### src/rtl/traffic_pkg.sv
// Shared encodings for the actuated intersection scheduler: 3-bit phase codes and lamp patterns.
// The FLASH code is reserved here; it is only reachable when TRAFFIC_FLASH_EN is defined.
package traffic_pkg;

  localparam logic [2:0] ST_NS_G  = 3'd0;
  localparam logic [2:0] ST_NS_Y  = 3'd1;
  localparam logic [2:0] ST_RED_A = 3'd2;
  localparam logic [2:0] ST_EW_G  = 3'd3;
  localparam logic [2:0] ST_EW_Y  = 3'd4;
  localparam logic [2:0] ST_RED_B = 3'd5;
  localparam logic [2:0] ST_WALK  = 3'd6;
  localparam logic [2:0] ST_FLASH = 3'd7;

  // Lamp bit order: {ns_g, ns_y, ns_r, ew_g, ew_y, ew_r, walk}
  localparam logic [6:0] LAMP_NS_G     = 7'b1000010;
  localparam logic [6:0] LAMP_NS_Y     = 7'b0100010;
  localparam logic [6:0] LAMP_EW_G     = 7'b0011000;
  localparam logic [6:0] LAMP_EW_Y     = 7'b0010100;
  localparam logic [6:0] LAMP_ALL_RED  = 7'b0010010;
  localparam logic [6:0] LAMP_WALK     = 7'b0010011;
  localparam logic [6:0] LAMP_FLASH_ON = 7'b0100010;
  localparam logic [6:0] LAMP_DARK     = 7'b0000000;

  function automatic logic is_green(input logic [2:0] s);
    return (s == ST_NS_G) || (s == ST_EW_G);
  endfunction

endpackage

### src/rtl/traffic_dwell_counter.sv
// Tick-gated dwell counter: clears on every phase change, saturates at SAT_GREEN while green
// and at all-ones otherwise so it can never wrap.
module traffic_dwell_counter #(
  parameter int CNT_W     = 4,
  parameter int SAT_GREEN = 5
) (
  input  logic             clk,
  input  logic             rst,
  input  logic             tick,
  input  logic             clear,
  input  logic             green,
  output logic [CNT_W-1:0] count
);

  localparam logic [CNT_W-1:0] GREEN_MAX = CNT_W'(SAT_GREEN);
  localparam logic [CNT_W-1:0] CNT_MAX   = '1;

  logic at_limit;
  assign at_limit = (green && (count >= GREEN_MAX)) || (count == CNT_MAX);

  always_ff @(posedge clk) begin
    if (rst) begin
      count <= '0;
    end else if (clear) begin
      count <= '0;
    end else if (tick && !at_limit) begin
      count <= count + 1'b1;
    end
  end

endmodule

### src/rtl/traffic_phase_scheduler.sv
// Demand-driven intersection phase FSM with request latches and Moore lamp decode.
// Optional maintenance flash mode is compiled in with TRAFFIC_FLASH_EN.
module traffic_phase_scheduler
  import traffic_pkg::*;
#(
  parameter int MIN_GREEN = 3,
  parameter int MAX_GREEN = 6,
  parameter int YELLOW_T  = 2,
  parameter int ALLRED_T  = 1,
  parameter int WALK_T    = 4,
  parameter int CNT_W     = 4
) (
  input  logic       clk,
  input  logic       rst,
  input  logic       tick,
  input  logic       ns_car,
  input  logic       ew_car,
  input  logic       ped_btn,
`ifdef TRAFFIC_FLASH_EN
  input  logic       flash_req,
`endif
  output logic       ns_g,
  output logic       ns_y,
  output logic       ns_r,
  output logic       ew_g,
  output logic       ew_y,
  output logic       ew_r,
  output logic       walk,
  output logic [2:0] phase
);

  localparam logic [CNT_W:0] MIN_G  = (CNT_W+1)'(MIN_GREEN);
  localparam logic [CNT_W:0] MAX_G  = (CNT_W+1)'(MAX_GREEN);
  localparam logic [CNT_W:0] YEL_E  = (CNT_W+1)'(YELLOW_T);
  localparam logic [CNT_W:0] RED_E  = (CNT_W+1)'(ALLRED_T);
  localparam logic [CNT_W:0] WALK_E = (CNT_W+1)'(WALK_T);

  logic [2:0]       state;
  logic [2:0]       next_state;
  logic [CNT_W-1:0] dwell_count;
  logic [CNT_W:0]   elapsed;
  logic             state_change;
  logic             ns_req;
  logic             ew_req;
  logic             ped_req;
  logic             last_dir;
  logic [6:0]       lamps;

  assign elapsed      = {1'b0, dwell_count} + 1'b1;
  assign state_change = (next_state != state);

  traffic_dwell_counter #(
    .CNT_W     (CNT_W),
    .SAT_GREEN (MAX_GREEN - 1)
  ) u_dwell (
    .clk   (clk),
    .rst   (rst),
    .tick  (tick),
    .clear (state_change),
    .green (is_green(state)),
    .count (dwell_count)
  );

  always_ff @(posedge clk) begin
    if (rst) begin
      state <= ST_NS_G;
    end else begin
      state <= next_state;
    end
  end

  // A green yields only when the other side (or a pedestrian) waits and either
  // its own traffic has gone or it has used up its maximum green.
  always_comb begin
    next_state = state;
    case (state)
      ST_NS_G: begin
        if (tick && (elapsed >= MIN_G) && (ew_req || ped_req) &&
            (!ns_car || (elapsed >= MAX_G)))
          next_state = ST_NS_Y;
      end
      ST_NS_Y: begin
        if (tick && (elapsed == YEL_E)) next_state = ST_RED_A;
      end
      ST_RED_A: begin
        if (tick && (elapsed == RED_E)) next_state = ped_req ? ST_WALK : ST_EW_G;
      end
      ST_EW_G: begin
        if (tick && (elapsed >= MIN_G) && (ns_req || ped_req) &&
            (!ew_car || (elapsed >= MAX_G)))
          next_state = ST_EW_Y;
      end
      ST_EW_Y: begin
        if (tick && (elapsed == YEL_E)) next_state = ST_RED_B;
      end
      ST_RED_B: begin
        if (tick && (elapsed == RED_E)) next_state = ped_req ? ST_WALK : ST_NS_G;
      end
      ST_WALK: begin
        if (tick && (elapsed == WALK_E)) next_state = last_dir ? ST_NS_G : ST_EW_G;
      end
`ifdef TRAFFIC_FLASH_EN
      ST_FLASH: begin
        if (!flash_req) next_state = ST_RED_B;
      end
`endif
      default: next_state = ST_NS_G;
    endcase
`ifdef TRAFFIC_FLASH_EN
    if (flash_req) next_state = ST_FLASH;
`endif
  end

  // Requests latch on any clock; the clear on entry to the served phase wins.
  always_ff @(posedge clk) begin
    if (rst) begin
      ns_req  <= 1'b0;
      ew_req  <= 1'b0;
      ped_req <= 1'b0;
    end else begin
      if (next_state == ST_NS_G && state != ST_NS_G) ns_req <= 1'b0;
      else if (ns_car && state != ST_NS_G)           ns_req <= 1'b1;

      if (next_state == ST_EW_G && state != ST_EW_G) ew_req <= 1'b0;
      else if (ew_car && state != ST_EW_G)           ew_req <= 1'b1;

      if (next_state == ST_WALK && state != ST_WALK) ped_req <= 1'b0;
      else if (ped_btn)                              ped_req <= 1'b1;
    end
  end

  // last_dir: 0 = WALK entered after NS traffic, 1 = after EW traffic.
  always_ff @(posedge clk) begin
    if (rst) begin
      last_dir <= 1'b0;
    end else if (state == ST_RED_A && next_state == ST_WALK) begin
      last_dir <= 1'b0;
    end else if (state == ST_RED_B && next_state == ST_WALK) begin
      last_dir <= 1'b1;
    end
  end

`ifdef TRAFFIC_FLASH_EN
  logic blink;

  always_ff @(posedge clk) begin
    if (rst || state != ST_FLASH) begin
      blink <= 1'b1;
    end else if (tick) begin
      blink <= ~blink;
    end
  end
`endif

  always_comb begin
    lamps = LAMP_NS_G;
    case (state)
      ST_NS_G:  lamps = LAMP_NS_G;
      ST_NS_Y:  lamps = LAMP_NS_Y;
      ST_RED_A: lamps = LAMP_ALL_RED;
      ST_EW_G:  lamps = LAMP_EW_G;
      ST_EW_Y:  lamps = LAMP_EW_Y;
      ST_RED_B: lamps = LAMP_ALL_RED;
      ST_WALK:  lamps = LAMP_WALK;
`ifdef TRAFFIC_FLASH_EN
      ST_FLASH: lamps = blink ? LAMP_FLASH_ON : LAMP_DARK;
`endif
      default:  lamps = LAMP_NS_G;
    endcase
  end

  assign {ns_g, ns_y, ns_r, ew_g, ew_y, ew_r, walk} = lamps;
  assign phase = state;

endmodule

### config.mk
export PLATFORM = sky130hd
export DESIGN_NAME = traffic_phase_scheduler
export DESIGN_NICKNAME = d
export VERILOG_FILES = /design/src/rtl/traffic_pkg.sv /design/src/rtl/traffic_dwell_counter.sv /design/src/rtl/traffic_phase_scheduler.sv
export SDC_FILE = /design/constraint.sdc
export NUM_CORES = 1
export LEC_CHECK = 0
export ABC_AREA = 1
export BUFFER_PORTS_ARGS = -buffer_cell sky130_fd_sc_hd__buf_4
export CORE_ASPECT_RATIO = 1.2
export CORE_MARGIN = 10
export CORE_UTILIZATION = 55
export CTS_CLUSTER_DIAMETER = 40
export CTS_CLUSTER_SIZE = 10
export DETAILED_ROUTE_END_ITERATION = 8
export PLACE_DENSITY = 0.77
export SLEW_MARGIN = 25
export SYNTH_ARGS = -nofsm -noshare
export SYNTH_HDL_FRONTEND = slang
export SYNTH_HIERARCHICAL = 1
export SYNTH_SLANG_ARGS = --single-unit
### constraint.sdc
create_clock -name clk -period 2.6 [get_ports clk]
set_input_delay 0.52 -clock clk [delete_from_list [all_inputs] [get_ports clk]]
set_output_delay 0.52 -clock clk [all_outputs]
set_load 0.01 [all_outputs]
## After elaboration in Yosys (flattened, before gate mapping)

Index checks and enable logic that the tools add are counted.

| word-level totals | value |
|---|---|
| memories | 0 |
| logic and storage cells | 73 |
| memory bits (writable) | 0 |
| memory bits (read-only) | 0 |
| bits in latches | 0 |
| register bits after elaboration | 11 |
| output and inout port bits | 10 |

| cells by class | value |
|---|---|
| multiply operators | 0 |
| add/subtract/negate cells | 2 |
| order comparisons | 3 |
| reduce and logical (&&, ||, !) cells | 35 |
| bitwise logic cells | 0 |
| divide/modulo/power cells | 0 |
| equal/unequal tests | 15 |
| multiplexer cells | 12 |
| shift operators | 0 |

Operators by type and width:

| kind | count |
|---|---|
| $pmux 7 s5 | 1 |
| $mux 3 | 9 |
| $pmux 3 s7 | 1 |
| $logic_and 1x1->1 | 17 |
| $eq 3x3->1 const B | 4 |
| $reduce_or 2->1 | 6 |
| $eq 3x2->1 const B | 3 |
| $logic_not 3->1 | 2 |
| $logic_or 1x1->1 | 6 |
| $add 4x1->5 const B | 1 |
| $eq 5x1->1 const B | 1 |
| $eq 5x2->1 const B | 1 |
| $eq 5x3->1 const B | 1 |
| $ge 5x2->1 const B | 1 |
| $ge 5x3->1 const B | 1 |
| $add 4x1->4 const B | 1 |
| $eq 4x4->1 const B | 1 |
| $ge 4x3->1 const B | 1 |
| $eq 3x1->1 const B | 1 |
| $logic_not 1->1 | 3 |
| $ne 3x2->1 const B | 1 |
| $ne 3x3->1 | 1 |
| $ne 3x3->1 const B | 1 |
| $reduce_bool 3->1 | 1 |
| $mux 2 | 1 |

## Longest topological paths before layout

Gate-level depths: netlist (run 1).

| logic depth | value |
|---|---|
| depth in word-level cells | 10 |
| mapped depth | 19 |

## Modules after synthesis

Netlist (run 1), hierarchy kept.

By module, submodules not included:

| module | times used | sequential area each (sq um) | area an instance (sq um) | cells an instance |
|---|---|---|---|---|
| traffic_phase_scheduler | 1 | 140.1 | 900.9 | 150 |
| traffic_dwell_counter | 1 | 80.1 | 267.8 | 42 |

## Least setup slack after synthesis (run 1)

Ideal clock, no wire load.

| path | value |
|---|---|
| path type | register to register |
| start | reg u_dwell.count[0] |
| end | reg u_dwell.count[0] |
| path slack | 0.427 ns |
| path buffers | 0 |
| arrival | 2.109 ns |
| required time | 2.536 ns |
| clock period less this slack | 2.173 ns |
| stages on the path, launching flop included | 18 |
| path through | dfxtp_1 > inv_1 > ha_1 > inv_1 > nor2_1 > nor2_1 > nand4_1 > nand3_1 > nor2_1 > nor2_2 > nor2_2 > nand2_1 > nand2_1 > nor2_1 > nand2_1 > nor2_1 > o21ai_0 > nor2_1 |

| between the ends | value |
|---|---|
| longest elaborated chain between the ends | 9 |
| elaborated cells between the ends (all ways) | 33 |
| those cells by class | add/sub: 2; order compare: 3; eq/ne: 5; mux: 8; reduce/logical: 15 |

Ends and longest elaborated chain:

| element | line | text |
|---|---|---|
| from (decl) | traffic_dwell_counter.sv:12 | `output logic [CNT_W-1:0] count` |
| from (signal assigned) | traffic_dwell_counter.sv:27 | `count <= count + 1'b1;` |
| $add 4x1->5 * | traffic_phase_scheduler.sv:49 | `assign elapsed = {1'b0, dwell_count} + 1'b1;` |
| $ge 5x2->1 | traffic_phase_scheduler.sv:78, traffic_phase_scheduler.sv:89 |  |
| $logic_and 1x1->1 | traffic_phase_scheduler.sv:78, traffic_phase_scheduler.sv:89 |  |
| $logic_and 1x1->1, on equally long branches (2 in series) | traffic_phase_scheduler.sv:89, traffic_phase_scheduler.sv:78 |  |
| $mux 3, on equally long branches | traffic_phase_scheduler.sv:89, traffic_phase_scheduler.sv:78 |  |
| $pmux 3 s7 * | traffic_phase_scheduler.sv:76 | `case (state)` |
| $ne 3x3->1 * | traffic_phase_scheduler.sv:50 | `assign state_change = (next_state != state);` |
| net state_change | traffic_phase_scheduler.sv:42 | `logic state_change;` |
| $reduce_or 2->1 (no line) * | - |  |

The timed path passes the listed nets; every way through them passes the cells marked *.
A chain may end at the register's enable or synchronous reset.

## Worst setup path in the final report (run 1)

| path | value |
|---|---|
| start | reg u_dwell.count[0] |
| end | reg u_dwell.count[1] |

Same word-level chain as after synthesis.

==> results of run 1 <==
[cells in the mapped netlist]
| library cell | instances | share of area, % |
|---|---|---|
| nand2_4 | 2 | 1.9 |
| buf_4 | 1 | 0.64 |
| inv_1 | 30 | 9.6 |
| inv_2 | 1 | 0.32 |
| a211oi_1 | 1 | 0.64 |
| nor3b_2 | 1 | 1.1 |
| xor2_1 | 1 | 0.75 |
| o21ai_0 | 6 | 2.6 |
| nand3_2 | 1 | 0.86 |
| ha_1 | 8 | 8.6 |
| nor2_1 | 26 | 8.4 |
| nand2_1 | 49 | 16 |
| nand4_1 | 5 | 2.7 |
| inv_4 | 1 | 0.54 |
| o21bai_1 | 1 | 0.64 |
| dfxtp_1 | 11 | 19 |
| o21ai_1 | 2 | 0.86 |
| nor4_1 | 1 | 0.54 |
| nor2_2 | 3 | 1.6 |
| a21oi_1 | 7 | 3.0 |
| nor3_2 | 1 | 0.86 |
| nand2_2 | 4 | 2.1 |
| nor2_4 | 2 | 1.9 |
| or2_2 | 2 | 1.1 |
| nand3_1 | 20 | 8.6 |
| nand3b_1 | 1 | 0.64 |
| nand3_4 | 1 | 1.5 |
| o21ai_4 | 1 | 1.4 |
| nand4_2 | 2 | 2.1 |
[flip-flops by register name, indices dropped and copies added, names as in the netlist]
register / flops
u_dwell/count: 4
phase: 3
ew_req: 1
last_dir: 1
ns_req: 1
ped_req: 1
[worst max-delay path: stages (launching register included)]
cell,delay [ps]
dfxtp_2,390
ha_1,220
inv_1,50
nand2_1,110
nand2_4,90
inv_4,100
nand3_1,110
o21ai_0,250
nor2_1,80
nand2_1,90
nor2_2,60
nand2_1,50
nand2_1,50
nor2_1,90
nand2_1,50
nor2_1,190
o21ai_0,140
nor2_1,110
[power breakdown]
part,switching (uW),internal (uW)
clock network,60.6,59.3
registers,18.8,182
logic,136,84.1
[kinds of logic (layout without fill, tap and decap cells)]
kind of cell / Yosys count / count (layout) / share of synthesized area, %
buf+inv: 33 / 54 / 11.1
fa+ha+maj: 8 / 8 / 8.57
xor+xnor: 1 / 1 / 0.750
flops: 11 / 11 / 18.8
simple gates: 121 / 121 / 51.6
compound gates: 18 / 18 / 9.10
[layout make-up]
cell class / count / area, um^2
Multi-Input combinational cell: 148 / 818
Timing Repair Buffer: 18 / 135
Fill cell: 215 / 687
Inverter: 32 / 123
Tap cell: 30 / 37.5
Clock buffer: 4 / 26.3
Sequential cell: 11 / 223
[stage by stage]
stage	hold WS [ps]	cell area (um^2)
floorplan	453	1170
global placement	494	1330
detailed placement	479	1330
CTS	470	1360
global route	468	1360
finish	477	1360
[per-layer routing]
layer  global-route usage, %  vias up  part of all wire, %
li1                        -      657                    -
met1                    14.3      557                   40
met3                    2.71        8                  4.8
met4                    4.98        0                  1.6
met2                    26.4       27                   54
met5                       0        -                    0
[repair_timing]
| action | CTS | global route |
|---|---|---|
| gates resized for setup | 0 | 2 |
| endpoints found under the hold margin | 0 | 0 |
| endpoints found under the setup margin | 0 | 1 |
[worst min-delay path by stage]
stage          slack [ps]                    end             startpoint  cells past startpoint
4_1_cts               470    phase[0]$_SDFF_PP0_                    rst                      2
3_5_place_dp          480  last_dir$_SDFFE_PP0P_  last_dir$_SDFFE_PP0P_                      2
3_3_place_gp          490  last_dir$_SDFFE_PP0P_  last_dir$_SDFFE_PP0P_                      2
2_1_floorplan         450  last_dir$_SDFFE_PP0P_  last_dir$_SDFFE_PP0P_                      2
5_1_grt               470  last_dir$_SDFFE_PP0P_                    rst                      2
6_report              480  last_dir$_SDFFE_PP0P_                    rst                      2
==> run_results.csv, run 1 <==
group,metric,value,unit
cts,htree_levels,1,
detailed_routing,drt_iter0_markers,37,
layout,n_antenna_cell,0,
global_routing,grt_start_max_net_pins,10,
power,p_leak,0.000715,uW
critical_path,cp.required,2810,ps
run_status,status,"complete, no violations",
floorplan,dieArea,0.00438,mm^2
timing,period_needed,2280,ps
detailed_routing,routed_wl,2860,um
floorplan,die-width,62.1,um
critical_path,path_class,"flip-flop to flip-flop",
worst_hold_path,hold_path.class,"input pin to flip-flop",
floorplan,die_h,70.5,um
global_routing,track_usage,14.1,%
floorplan,io_pins,16,
cts,postCtsHoldBufs,0,
timing,finalSetupTns,0,ps
yosys,ys_types,29,
floorplan,std_cell_rows,18,
floorplan,core_region_area,0.00205,mm^2
layout,layout_commonest_cell,"nand2_1",
yosys,synth_nets,206,
timing,maxSlewViolCount,0,
yosys,yosysSeqAreaShare,18.8,%
placement,hpwlAfterDp,2410,um
critical_path,cp.arrival,2490,ps
critical_path,crit_end,"u_dwell/count[1]$_SDFFE_PP0P_",
global_routing,grt-ovfl-total,0,
cts,cts_tree,"built",
yosys,netlist_instances,192,
timing,worst_slew_pin_slew,370,ps
layout,syn_to_final_growth,16.6,%
critical_path,ff2ff_path_depth,17,
timing,hold_viol,0,
detailed_routing,vias,1249,
detailed_routing,detail_route.first_pass.iterations,4,
critical_path,worstSetupEndpointType,"flip-flop",
yosys,synth_area_per_cell,6.09,um^2
cts,insertion_delay,270,ps
yosys,synth_area,0.00117,mm^2
run,cap_viol_max_count,0,
timing,fin_ws,316,ps
timing,maxSlewHeadroom,75.3,%
layout,finalNonFillerCells,243,
timing,fin_crit_sh,87.9,%
global_routing,antenna_found_initial,0,
cts,clkSinkCount,11,
power,powerDensity,397,mW/mm^2
timing,rsz0062_at_grt,"no",
cts,cts_buffers,3,
critical_path,r2r_start,"u_dwell/count[0]$_SDFFE_PP0P_",
timing,setup_viol,0,
critical_path,r2r-end,"u_dwell/count[1]$_SDFFE_PP0P_",
cts,cts-root-buf,"clkbuf_4",
yosys,yosysWarnings,6,
detailed_routing,post_drt_wl_per_cell,11.8,um
critical_path,cp-start-kind,"flip-flop",
cts,post_cts_buffers,0,
critical_path,r2r_slack,320,ps
critical_path,worstPathMaxFanout,6,
cts,clk_pin_slew_worst_paths,80,ps
placement,io_buffer_count,15,
detailed_routing,detail-route-antenna-nets,0,
power,p_total,540,uW
critical_path,crit_path_start,"u_dwell/count[0]$_SDFFE_PP0P_",
detailed_routing,detail_route.drc_violations,0,
placement,dp_slack,248,ps
layout,layout-drive-gt1-share,21.1,%
layout,final_nets,228,
timing,fmax,438,MHz
cts,clockBufferDepth,2,
placement,gp_congestion,0.935,
layout,final_cell_mix,"nand2_1 (49), inv_1 (30), nor2_1 (26)",
detailed_routing,vias_per_cell,5.14,
global_routing,grt_pass1_vias,1178,
layout,finalCoreUtilization,66.5,%
placement,placed_cells,239,
power,peakVddDrop,0.319,mV
timing,fin_skew,10.6,ps
global_routing,grt_pass1_wl,4970,um
floorplan,start_util,57.0,%
yosys,ys_ff_latch,11,
Power figures use the tool's default switching activity.
==> inputs of run 2 (changes only) <==
--- a/config.mk
+++ b/config.mk
@@ -5,7 +5,6 @@
 export SDC_FILE = /design/constraint.sdc
 export NUM_CORES = 1
 export LEC_CHECK = 0
-export ABC_AREA = 1
 export BUFFER_PORTS_ARGS = -buffer_cell sky130_fd_sc_hd__buf_4
 export CORE_ASPECT_RATIO = 1.2
 export CORE_MARGIN = 10
==> constraint.sdc (replaced) <==
create_clock -name clk -period 2.15 [get_ports clk]
set_input_delay 0.43 -clock clk [delete_from_list [all_inputs] [get_ports clk]]
set_output_delay 0.43 -clock clk [all_outputs]
set_load 0.01 [all_outputs]
==> run 2 against run 1 <==
  * Register-to-register slack worse by 880 ps
  * Non-clock buffer count rose by 34
  * Clock power rose by 37%
  * Via count grew 19%
  * The flow now finishes with violations (negative setup slack)
  * Critical endpoint is now u_dwell/count[2]$_SDFFE_PP0P_
  * Sequential power grew 37%
  * Combinational power grew to 3.9 times the previous value
  * Highest routed layer unchanged
==> run_results.csv, run 2 <==
group,metric,value,unit
placement,placed_cells,201,
worst_hold_path,hold_path.class,"input pin to flip-flop",
run,cap_viol_max_count,0,
detailed_routing,detail_route.drc_violations,0,
detailed_routing,drt_iter0_markers,207,
global_routing,antenna_found_initial,0,
power,powerDensity,775,mW/mm^2
placement,hpwlAfterDp,2580,um
critical_path,ff2ff_path_depth,14,
critical_path,r2r_start,"u_dwell/count[1]$_SDFFE_PP0P_",
timing,maxSlewHeadroom,74.3,%
layout,layout_commonest_cell,"buf_4",
yosys,yosysSeqAreaShare,19.8,%
cts,cts-root-buf,"clkbuf_4",
yosys,yosysWarnings,6,
detailed_routing,routed_wl,4670,um
critical_path,crit_path_start,"u_dwell/count[1]$_SDFFE_PP0P_",
timing,fin_ws,-561,ps
power,peakVddDrop,0.591,mV
critical_path,path_class,"flip-flop to flip-flop",
yosys,async_reset_ff_share,0,%
timing,fin_crit_sh,126,%
yosys,synth_edf_count,0,
timing,holdWs,405,ps
power,p_leak,0.000703,uW
global_routing,track_usage,15.8,%
floorplan,io_pins,16,
timing,fmax,369,MHz
yosys,netlist.area_leader.share,19.8,%
critical_path,cp-start-kind,"flip-flop",
layout,final_nets,208,
floorplan,die-width,61.0,um
cts,insertion_delay,290,ps
cts,postCtsHoldBufs,0,
yosys,yosysMostFrequentCell,"nor2_1",
yosys,synth_area,0.00111,mm^2
detailed_routing,detail-route-antenna-nets,0,
yosys,yosysTopAreaCell,"dfxtp_1",
layout,finalNonFillerCells,212,
layout,regMostFlops,"u_dwell/count",
yosys,netlist_instances,142,
placement,io_buffer_count,15,
global_routing,grt-ovfl-total,0,
yosys,synth_area_leaders,"dfxtp_1 (20%), ha_1 (9.0%), nor2_1 (5.4%), nand2_1 (4.7%), a21oi_1 (3.6%)",
timing,rsz0062_at_grt,"yes",
yosys,ys_types,56,
detailed_routing,post_drt_wl_per_cell,22.0,um
floorplan,dieArea,0.00423,mm^2
power,p_total,1300,uW
critical_path,cp.arrival,2950,ps
cts,clk_pin_slew_worst_paths,90,ps
yosys,synthTopCellsByCount,"nor2_1 (16), nand2_1 (14), dfxtp_1 (11)",
detailed_routing,detail_route.first_pass.iterations,6,
yosys,synth_area_per_cell,7.82,um^2
floorplan,start_util,59.4,%
timing,worst_slew_pin_slew,385,ps
critical_path,worstSetupEndpointType,"flip-flop",
global_routing,grt_pass1_vias,1238,
critical_path,cp.required,2380,ps
layout,n_antenna_cell,0,
detailed_routing,vias_per_cell,7.00,
layout,syn_to_final_growth,51.1,%
run_status,failed_checks,"negative setup slack",
timing,maxSlewViolCount,0,
timing,setup_viol,10,
critical_path,r2r_slack,-560,ps
critical_path,crit_end,"u_dwell/count[2]$_SDFFE_PP0P_",
layout,postLayoutCellArea,0.00168,mm^2
yosys,synth_nets,156,
timing,period_needed,2710,ps
critical_path,r2r-end,"u_dwell/count[2]$_SDFFE_PP0P_",
layout,largest_reg_flops,4,
cts,clockBufferDepth,2,
placement,dpl-instance-area,0.00148,mm^2
detailed_routing,vias,1484,
run_status,status,"finished with violations",
cts,cts_buffers,3,
floorplan,core_region_area,0.00187,mm^2
critical_path,worstPathMaxFanout,6,
floorplan,die_h,69.2,um
layout,final_cell_mix,"buf_4 (49), nand2_1 (14), nor2_1 (14)",
cts,htree_levels,1,
placement,gp_congestion,0.918,
cts,clkSinkCount,11,
global_routing,grt_pass1_wl,5460,um
yosys,synthFlopType,"dfxtp_1",
timing,finalSetupTns,-2950,ps
cts,cts_tree,"built",
timing,hold_viol,0,
global_routing,grt_start_max_net_pins,15,
floorplan,std_cell_rows,17,
yosys,ys_ff_latch,11,
layout,layout-drive-gt1-share,48.2,%
timing,fin_skew,5.39,ps
-- run 2: routing by layer --
metal	global-route usage, %	part of all wire (%)	wire (um)
met5	0	0	0
met4	8.76	8.1	380
met3	4.57	11	511
met2	26.3	48	2260
met1	16.5	33	1520
-- run 2: kinds of logic after synthesis --
logic type | after synthesis | synth area share [%]
XOR/XNOR | 1 | 0.788
multiplexers | 4 | 4.05
buffers and inverters | 15 | 6.64
AO/OA/AOI/OAI | 37 | 27.6
AND/OR/NAND/NOR | 66 | 32.1
adder cells (fa/ha/maj) | 8 | 9.01
flip-flops | 11 | 19.8
-- run 2: worst min path at each step --
stage / start / depth (start not counted) / slack (ps) / to
final: rst / 2 / 400 / phase[1]$_SDFF_PP0_
after global routing: rst / 2 / 410 / phase[1]$_SDFF_PP0_
after CTS: rst / 2 / 400 / u_dwell/count[0]$_SDFFE_PP0P_
after detailed placement: last_dir$_SDFFE_PP0P_ / 2 / 500 / last_dir$_SDFFE_PP0P_
after global placement: last_dir$_SDFFE_PP0P_ / 2 / 480 / last_dir$_SDFFE_PP0P_
after floorplan: last_dir$_SDFFE_PP0P_ / 2 / 470 / last_dir$_SDFFE_PP0P_
-- run 2: cell type report --
| type | count | area (um^2) |
|---|---|---|
| Inverter | 10 | 42.5 |
| Clock buffer | 4 | 26.3 |
| Timing Repair Buffer | 52 | 402 |
| Fill cell | 84 | 193 |
| Multi-Input combinational cell | 116 | 957 |
| Sequential cell | 11 | 228 |
| Tap cell | 19 | 23.8 |
-- run 2: power by group --
group,total [uW],switching (uW),internal (uW)
Combinational,863,458,405
Sequential,275,40.1,234
Clock,164,92.2,72.2
-- run 2: repair_timing --
action | CTS | global route
pin swaps | 11 | 9
endpoints found under the setup margin | 7 | 9
setup buffers | 2 | 5
resized for setup | 13 | 9
-- run 2: metrics by stage --
step / worst slack, ps / utilization (%)
3_5_place_dp: -349 / 79.1
2_1_floorplan: -292 / -
4_1_cts: -341 / 85.4
3_3_place_gp: -301 / 79.1
5_1_grt: -641 / 89.7
6_report: -561 / 89.7
-- run 2: critical path, cell delays in order (launching register included) --
cell      delay (ps)
dfxtp_4          400
buf_4            150
ha_1             150
nand2_1           90
nor4_2           240
a21oi_2          100
or4_1            440
nand3b_1         130
buf_4            130
nor2_2            50
a211o_1          350
nor2_4           160
nand2_1           70
a21o_1           150
nand2_1           50
==> inputs of run 3 (changes only) <==
--- a/config.mk
+++ b/config.mk
@@ -9,6 +9,7 @@
 export CORE_ASPECT_RATIO = 1.2
 export CORE_MARGIN = 10
 export CORE_UTILIZATION = 55
+export CTS_BUF_LIST = sky130_fd_sc_hd__clkbuf_16
 export CTS_CLUSTER_DIAMETER = 40
 export CTS_CLUSTER_SIZE = 10
 export DETAILED_ROUTE_END_ITERATION = 8
==> run 3 against run 2 <==
  * The run still ends with negative setup slack left
  * Setup slack improved by 130 ps
  * Critical path depth fell by 2
  * Highest routed layer unchanged
  * Core utilization fell by 1.1 points
  * Cell count fell by 2.8%
  * Die area did not move
  * Final area fell by 1.3%
==> run_results.csv, run 3 (same netlist as run 2, synthesis figures left out) <==
group,metric,value,unit
timing,fmax,387,MHz
global_routing,grt_pass1_wl,6240,um
layout,n_antenna_cell,0,
layout,regMostFlops,"u_dwell/count",
global_routing,grt_start_max_net_pins,15,
critical_path,cp.required,2330,ps
critical_path,cp_common_cell,"nand2_1",
layout,syn_to_final_growth,49.2,%
cts,clockBufferDepth,2,
placement,gp_congestion,0.918,
cts,clk_pin_slew_worst_paths,50,ps
floorplan,std_cell_rows,17,
detailed_routing,drt_iter0_markers,123,
critical_path,crit_buf_inv,1,
placement,hpwlAfterDp,2580,um
global_routing,grt-ovfl-total,0,
critical_path,cp_cell_sequence,"inv_4 -> ha_4 -> or4_4 -> o221ai_4 -> a2111oi_1 -> nand3b_1 -> a2bb2oi_1 -> a211o_1 -> nor2_4 -> nand2_1 -> a21o_1 -> nand2_1",
critical_path,worstSetupEndpointType,"flip-flop",
placement,dpl-instance-area,0.00148,mm^2
global_routing,grt_pass1_vias,1321,
timing,period_needed,2580,ps
cts,cts-root-buf,"clkbuf_16",
detailed_routing,detail_route.drc_violations,0,
critical_path,cp-start-kind,"flip-flop",
cts,htree_levels,1,
timing,fin_skew,4.51,ps
run,cap_viol_max_count,0,
detailed_routing,detail-route-antenna-nets,0,
detailed_routing,vias,1345,
timing,setup_viol,9,
placement,io_buffer_count,15,
timing,hold_viol,0,
cts,cts_buffers,3,
floorplan,core_region_area,0.00187,mm^2
detailed_routing,routed_wl,3970,um
cts,cts_tree,"built",
cts,insertion_delay,240,ps
layout,layout_commonest_cell,"buf_4",
critical_path,max_stage_delay,520,ps
detailed_routing,vias_per_cell,6.53,
floorplan,die_h,69.2,um
floorplan,io_pins,16,
critical_path,crit_slowest_cell,"or4_4",
global_routing,antenna_found_initial,0,
detailed_routing,post_drt_wl_per_cell,19.3,um
layout,final_cell_mix,"buf_4 (45), nor2_1 (14), nand2_1 (13)",
critical_path,cp_top_family,"simple AND/OR/NAND/NOR gates",
power,p_leak,0.000696,uW
run_status,status,"finished with violations",
floorplan,start_util,59.4,%
layout,final_nets,202,
layout,largest_reg_flops,4,
power,p_total,1390,uW
layout,postLayoutCellArea,0.00166,mm^2
layout,finalNonFillerCells,206,
timing,fin_crit_sh,120,%
run_status,failed_checks,"negative setup slack",
floorplan,dieArea,0.00423,mm^2
power,powerDensity,840,mW/mm^2
floorplan,die-width,61.0,um
critical_path,cp.arrival,2770,ps
critical_path,worstPathMaxFanout,5,
worst_hold_path,hold_path.class,"input pin to flip-flop",
timing,worst_slew_pin_slew,356,ps
timing,fin_ws,-433,ps
layout,n_fill_cell,81,
global_routing,track_usage,18.1,%
critical_path,path_class,"flip-flop to flip-flop",
cts,clkSinkCount,11,
layout,layout-drive-gt1-share,46.5,%
timing,maxSlewViolCount,0,
timing,holdWs,446,ps
timing,rsz0062_at_grt,"yes",
timing,maxSlewHeadroom,76.1,%
detailed_routing,detail_route.first_pass.iterations,6,
power,peakVddDrop,0.679,mV
placement,placed_cells,201,
[run 3: cell type report]
cell class	count	area (um^2)	share of cell area (%)
clock buffers	3	75.1	4.53
clock inverters	1	3.75	0.226
inverters	10	42.5	2.57
multi-input cells	116	936	56.5
flip-flops and latches	11	228	13.7
well taps	19	23.8	1.43
repair buffers	46	349	21.1
[run 3: through the flow]
step	setup slack, ps	utilization (%)	setup TNS [ps]
finish	-433	88.6	-1940
CTS	-366	86.4	-1580
global route	-521	88.6	-2700
global placement	-301	79.1	-1020
detailed placement	-349	79.1	-1290
floorplan	-292	-	-766
[run 3: power breakdown]
part | internal (uW) | switching [uW]
Sequential | 236 | 40.2
Combinational | 361 | 406
Clock | 245 | 105
Total | 842 | 551
[run 3: final timing paths]
check                                                    from                             to  slack, ps  cells past startpoint
worst min-delay path                                      rst  u_dwell/count[0]$_SDFFE_PP0P_        450                      2
worst min register to register          last_dir$_SDFFE_PP0P_          last_dir$_SDFFE_PP0P_        510                      2
worst max-delay path            u_dwell/count[1]$_SDFFE_PP0P_  u_dwell/count[2]$_SDFFE_PP0P_       -430                     12
worst max register to register  u_dwell/count[1]$_SDFFE_PP0P_  u_dwell/count[2]$_SDFFE_PP0P_       -430                     12
[run 3: per-layer routing]
| layer | vias to the layer above | global-route usage [%] | wire (um) |
|---|---|---|---|
| met5 | - | 0 | 0 |
| met4 | 0 | 10.5 | 269 |
| met3 | 35 | 5.30 | 403 |
| met2 | 99 | 29.1 | 1970 |
| met1 | 611 | 19.8 | 1330 |
| li1 | 600 | - | - |
[run 3: what timing repair did]
action                                  in CTS  in global routing
hold buffers                                 0                  0
buffers inserted                             1                  0
endpoints found under the setup margin       7                 10
pin swaps                                    0                  1
resized for setup                            9                  9
